$ cat config.mk
export PLATFORM = sky130hd
export DESIGN_NAME = cla_sub16_pipe
export DESIGN_NICKNAME = d
export VERILOG_FILES = /design/src/rtl/cla_sub_pkg.sv /design/src/rtl/sub_prefix_cell.sv /design/src/rtl/cla_sub16_pipe.sv
export SDC_FILE = /design/constraint.sdc
export NUM_CORES = 1
export LEC_CHECK = 0
export ABC_AREA = 1
export CORE_UTILIZATION = 55
export CTS_CLUSTER_SIZE = 8
export DETAILED_ROUTE_END_ITERATION = 6
export PLACE_DENSITY = 0.86
export SLEW_MARGIN = 20
export SYNTH_ARGS = -nofsm -noshare
export SYNTH_HDL_FRONTEND = slang
export SYNTH_SLANG_ARGS = --single-unit
export TNS_END_PERCENT = 10
$ cat constraint.sdc
create_clock -name clk -period 1.7 [get_ports clk]
set_input_delay 0.17 -clock clk [delete_from_list [all_inputs] [get_ports clk]]
set_output_delay 0.17 -clock clk [all_outputs]
set_load 0.005 [all_outputs]
$ cat src/rtl/cla_sub_pkg.sv
// Shared types and constants for the pipelined 16-bit Kogge-Stone subtractor.
//   CLA_W       : datapath width
//   CLA_SUB_LAT : register stages between operand accept and result
//   gp_t        : generate/propagate pair
//   gp_vec_t    : one gp_t per bit position
package cla_sub_pkg;

    localparam int CLA_W       = 16;
    localparam int CLA_SUB_LAT = 3;

    typedef struct packed {
        logic g;
        logic p;
    } gp_t;

    typedef gp_t [CLA_W-1:0] gp_vec_t;

endpackage

$ cat src/rtl/sub_prefix_cell.sv
// Kogge-Stone prefix combine cell.
//   cur  : group (g,p) of the more significant span
//   prev : group (g,p) of the adjacent less significant span
//   res  : merged group covering both spans
module sub_prefix_cell
    import cla_sub_pkg::*;
(
    input  gp_t cur,
    input  gp_t prev,
    output gp_t res
);

    assign res.g = cur.g | (cur.p & prev.g);
    assign res.p = cur.p & prev.p;

endmodule

$ cat src/rtl/cla_sub16_pipe.sv
// Three-stage pipelined 16-bit subtractor, D = X - Y mod 2^16, computed as
// X + ~Y + 1 with a Kogge-Stone prefix network.
//   clk, rst            : clock, synchronous active-high reset
//   in_valid / in_ready : operand handshake (X minuend, Y subtrahend)
//   out_valid/out_ready : result handshake (D difference, Bo borrow-out)
//   ovf                 : signed overflow, present only when CLA_SUB_OVF_EN
//                         is defined
// Stage 1 holds bitwise g/p, stage 2 prefix spans 1-2, stage 3 spans 4-8
// plus the final sum. Stages advance bubble-collapsing style.
module cla_sub16_pipe
    import cla_sub_pkg::*;
(
    input  logic             clk,
    input  logic             rst,
    input  logic             in_valid,
    output logic             in_ready,
    input  logic [CLA_W-1:0] X,
    input  logic [CLA_W-1:0] Y,
    output logic             out_valid,
    input  logic             out_ready,
    output logic [CLA_W-1:0] D,
    output logic             Bo
`ifdef CLA_SUB_OVF_EN
    ,
    output logic             ovf
`endif
);

    logic [3:1] vld_pipe;
    logic       adv1, adv2, adv3;

    // A stage moves when empty or when the stage after it moves.
    assign adv3      = ~vld_pipe[3] | out_ready;
    assign adv2      = ~vld_pipe[2] | adv3;
    assign adv1      = ~vld_pipe[1] | adv2;
    assign in_ready  = adv1;
    assign out_valid = vld_pipe[3];

    // Stage 1 input: bitwise g/p of X + ~Y. The forced carry-in is folded
    // into bit 0, so g0 = x0&~y0 | (x0^~y0)&1 = x0|~y0.
    gp_vec_t          gp0;
    logic [CLA_W-1:0] hx0;

    assign hx0 = X ^ ~Y;

    always_comb begin
        for (int i = 0; i < CLA_W; i++) begin
            gp0[i].g = X[i] & ~Y[i];
            gp0[i].p = hx0[i];
        end
        gp0[0].g = X[0] | ~Y[0];
    end

    gp_vec_t          s1_gp, s2_gp;
    logic [CLA_W-1:0] s1_hx, s2_hx;
    gp_vec_t          lv1, lv2, lv3, lv4;

    // Prefix levels: spans 1,2 feed stage 2; spans 4,8 feed stage 3.
    for (genvar i = 0; i < CLA_W; i++) begin : g_bit
        if (i >= 1) begin : g_l1
            sub_prefix_cell u_cell (.cur(s1_gp[i]), .prev(s1_gp[i-1]), .res(lv1[i]));
        end else begin : g_l1_pass
            assign lv1[i] = s1_gp[i];
        end
        if (i >= 2) begin : g_l2
            sub_prefix_cell u_cell (.cur(lv1[i]), .prev(lv1[i-2]), .res(lv2[i]));
        end else begin : g_l2_pass
            assign lv2[i] = lv1[i];
        end
        if (i >= 4) begin : g_l3
            sub_prefix_cell u_cell (.cur(s2_gp[i]), .prev(s2_gp[i-4]), .res(lv3[i]));
        end else begin : g_l3_pass
            assign lv3[i] = s2_gp[i];
        end
        if (i >= 8) begin : g_l4
            sub_prefix_cell u_cell (.cur(lv3[i]), .prev(lv3[i-8]), .res(lv4[i]));
        end else begin : g_l4_pass
            assign lv4[i] = lv3[i];
        end
    end

    // gcar[i] is the carry out of bit i (group generate over [i:0]).
    logic [CLA_W-1:0] gcar;
    logic [CLA_W-1:0] sum;
    logic             unused_lv4_p;

    always_comb begin
        unused_lv4_p = 1'b0;
        for (int i = 0; i < CLA_W; i++) begin
            gcar[i]      = lv4[i].g;
            unused_lv4_p = unused_lv4_p ^ lv4[i].p;
        end
    end

    assign sum = s2_hx ^ {gcar[CLA_W-2:0], 1'b1};

`ifdef CLA_SUB_OVF_EN
    logic s1_xs, s1_ys, s2_xs, s2_ys;
`endif

    always_ff @(posedge clk) begin
        if (rst) begin
            vld_pipe <= '0;
            s1_gp    <= '0;
            s1_hx    <= '0;
            s2_gp    <= '0;
            s2_hx    <= '0;
            D        <= '0;
            Bo       <= 1'b0;
`ifdef CLA_SUB_OVF_EN
            s1_xs    <= 1'b0;
            s1_ys    <= 1'b0;
            s2_xs    <= 1'b0;
            s2_ys    <= 1'b0;
            ovf      <= 1'b0;
`endif
        end else begin
            if (adv1) begin
                vld_pipe[1] <= in_valid;
                if (in_valid) begin
                    s1_gp <= gp0;
                    s1_hx <= hx0;
`ifdef CLA_SUB_OVF_EN
                    s1_xs <= X[CLA_W-1];
                    s1_ys <= Y[CLA_W-1];
`endif
                end
            end
            if (adv2) begin
                vld_pipe[2] <= vld_pipe[1];
                if (vld_pipe[1]) begin
                    s2_gp <= lv2;
                    s2_hx <= s1_hx;
`ifdef CLA_SUB_OVF_EN
                    s2_xs <= s1_xs;
                    s2_ys <= s1_ys;
`endif
                end
            end
            if (adv3) begin
                vld_pipe[3] <= vld_pipe[2];
                if (vld_pipe[2]) begin
                    D  <= sum;
                    Bo <= ~gcar[CLA_W-1];
`ifdef CLA_SUB_OVF_EN
                    ovf <= (s2_xs != s2_ys) && (sum[CLA_W-1] != s2_xs);
`endif
                end
            end
        end
    end

endmodule

==> impl_metrics.yaml <==
floorplanning:
  fp-row-count: 31
  io_pins: 55
  initial_utilization_pct: 57.6
  fp.dieArea_um2: 8030
  die_h_um: 89.6
  core-area_um2: 7330
  die_w_um: 89.6
flow_run:
  maxCapViolCount: 0
grt:
  grt_pass1_vias: 3235
  grt_first_pass_wirelength_um: 14800
  antenna_found_initial: 0
  grt_overflow: 0
  track_usage_pct: 24.0
  grt_max_degree: 85
synthesis:
  ys_warn_count: 0
  yosys-top-cells-area: "dfxtp_1, nor2_1, o21ai_0, nand2_1, a21oi_1"
  synthDistinctLibCells: 30
  syn_nets: 627
  yosysTopAreaCell: "dfxtp_1"
  synth_cells: 575
  synth_seq_area_share_pct: 45.6
  post_synth.cell_area_avg_um2: 7.34
  synthesis.area_um2: 4220
  yosysMostFrequentCell: "nor2_1"
  synth_edf_count: 0
  ys_seq_elements: 96
  yosys_most_used_dff: "dfxtp_1"
  synth_top_area_share_pct: 45.6
  synth_common_cells: "nor2_1, dfxtp_1, o21ai_0"
  synth-async-reset-ratio_pct: 0
critical_path:
  path_cells: "nand4_2, clkdlybuf4s50_1"
  cp.arrival_ps: 1380
  r2r_slack_ps: 370
  worstPathRequired_ps: 1530
  cp_max_fo: 3
  worstSetupStartpointType: "register"
  critPathSlowestCell: "clkdlybuf4s50_1"
  critPathTopFamily: "buffers and inverters"
  crit_buf_inv: 1
  slowest_delay_ps: 470
  cp-end-kind: "primary output"
  critPathKind: "reg2out"
layout:
  fin_util_pct: 68.7
  finalNetCount: 673
  drive_above_1_share_pct: 4.79
  stdcell_count: 725
  syn2layout_area_growth_pct: 19.4
  antenna_cells: 0
  num-fill-cells: 564
  postLayoutCellArea_um2: 5040
timing:
  finalHoldViolCount: 0
  worst_clock_skew_ps: 9.91
  fin_crit_sh_pct: 91.5
  setup_viol: 0
  relSlewSlack_pct: 66.6
  setup_tns_ps: 0
  period_needed_ps: 1550
  fmax_ghz: 0.643
  tightest_slew_ps: 500
  timing.hold.ws_ps: 422
  rsz0062_at_grt: "false"
  drv_slew: 0
clock_network:
  cts_root_buffer: "clkbuf_8"
  worstSkewPairLatency_ps: 370
  hold_buffers: 0
  clk_pin_slew_ps: 90
  cts_buffer_depth: 2
  cts_htree_levels: 3
  tritoncts: "yes"
  clock_sinks: 96
  cts_buffers: 9
pwr:
  ir_worst_vdd_mv: 0.500
  leakage_uw: 0.00219
  power_density_nw_per_um2: 938
route:
  wl_per_cell_um: 12.0
  num_vias: 3798
  viasPerCell: 5.24
  drc: 0
  ant_nets: 0
  drt_wl_total_um: 8730
  dr.pass1.iters: 6
  dr.first_iter.drc_count: 317
place:
  numPortBuffers: 54
  dp_hpwl_um: 6200
  postPlaceCellArea_um2: 4820
  placedCellCount: 709
  globalplace.congestion: 0.881
status:
  status: "finished, final reports clean"
hold_path:
  hold_path_class: "in2reg"
-- worst register-to-register path: stages, from the launching register on --
cell	delay (ps)
dfxtp_2	410
nand3_2	130
nand2_4	140
inv_4	90
buf_4	170
o21ai_0	220
a21oi_1	70
-- flip-flops by register name (all words and copies together), names as in the netlist --
name / count
s2_gp: 24
Bo: 1
s1_hx: 15
s2_hx: 16
lv1: 1
D: 16
vld_pipe: 3
gcar: 4
s1_gp: 16
-- through the flow --
| step | setup WS [ps] | total power, uW |
|---|---|---|
| final | 145 | 4720 |
| after global routing | 58.0 | 4960 |
| after CTS | 30.8 | 4740 |
| after detailed placement | 51.2 | 3180 |
| after global placement | 91.0 | 3150 |
| after floorplan | 504 | 2920 |
-- cells in the final DEF, fill, tap and decap left out, drive strengths merged --
cell	synthesis	final
nor2	129	129
dfxtp	96	96
o21ai	87	87
nand2	73	73
inv	58	58
clkdlybuf4s50	0	54
a21oi	49	49
nand3	19	19
ha	16	16
clkbuf	11	11
buf	16	8
xnor2	7	7
a31oi	6	6
o21bai	2	2
nor3	2	2
bufinv	0	2
clkinv	0	2
nand4	1	1
a21boi	1	1
a21o	1	1
xor2	1	1
clkinvlp	0	1
-- area by class of cell --
class,instances,area (um2),share of cell area (%)
flip-flops and latches,96,1920,38.2
multi-input cells,394,1920,38.1
repair buffers,62,638,12.7
inverters,58,220,4.37
clock buffers,11,131,2.61
well taps,99,124,2.46
clock inverters,5,81.3,1.61
-- routing by layer --
layer	track usage (%)	share of wire [%]	wire length, um	up-vias
met2	37.6	46	4040	133
li1	-	-	-	1947
met4	7.94	1.4	119	0
met3	4.48	5.9	514	11
met5	0	0	0	-
met1	33.3	46	4050	1707
-- cell families (layout without fill, tap and decap cells) --
kind of cell | count (synthesis) | count (layout) | synth area share (%)
buf+inv | 85 | 136 | 8.93
flops | 96 | 96 | 45.6
fa+ha+maj | 16 | 16 | 4.74
simple gates | 224 | 224 | 21.1
compound gates | 146 | 146 | 18.0
xor+xnor | 8 | 8 | 1.66
-- worst paths after layout --
check,from,cells past startpoint,to
setup / recovery,vld_pipe[1],2,in_ready
hold reg to reg,s2_hx[0],1,D[0]
setup reg to reg,vld_pipe[3],6,s2_gp[21]
hold / removal,in_valid,3,vld_pipe[1]
-- what timing repair did --
action                     in CTS  in global routing
gates resized for setup         0                  1
buffers inserted                0                  0
hold endpoints to repair        0                  0
setup endpoints to repair       0                  1
-- where the power goes --
part           internal [uW]  switching, uW
combinational            292            315
sequential              2390            129
clock                    830            766
total                   3510           1210
Power figures use the tool's default switching activity.
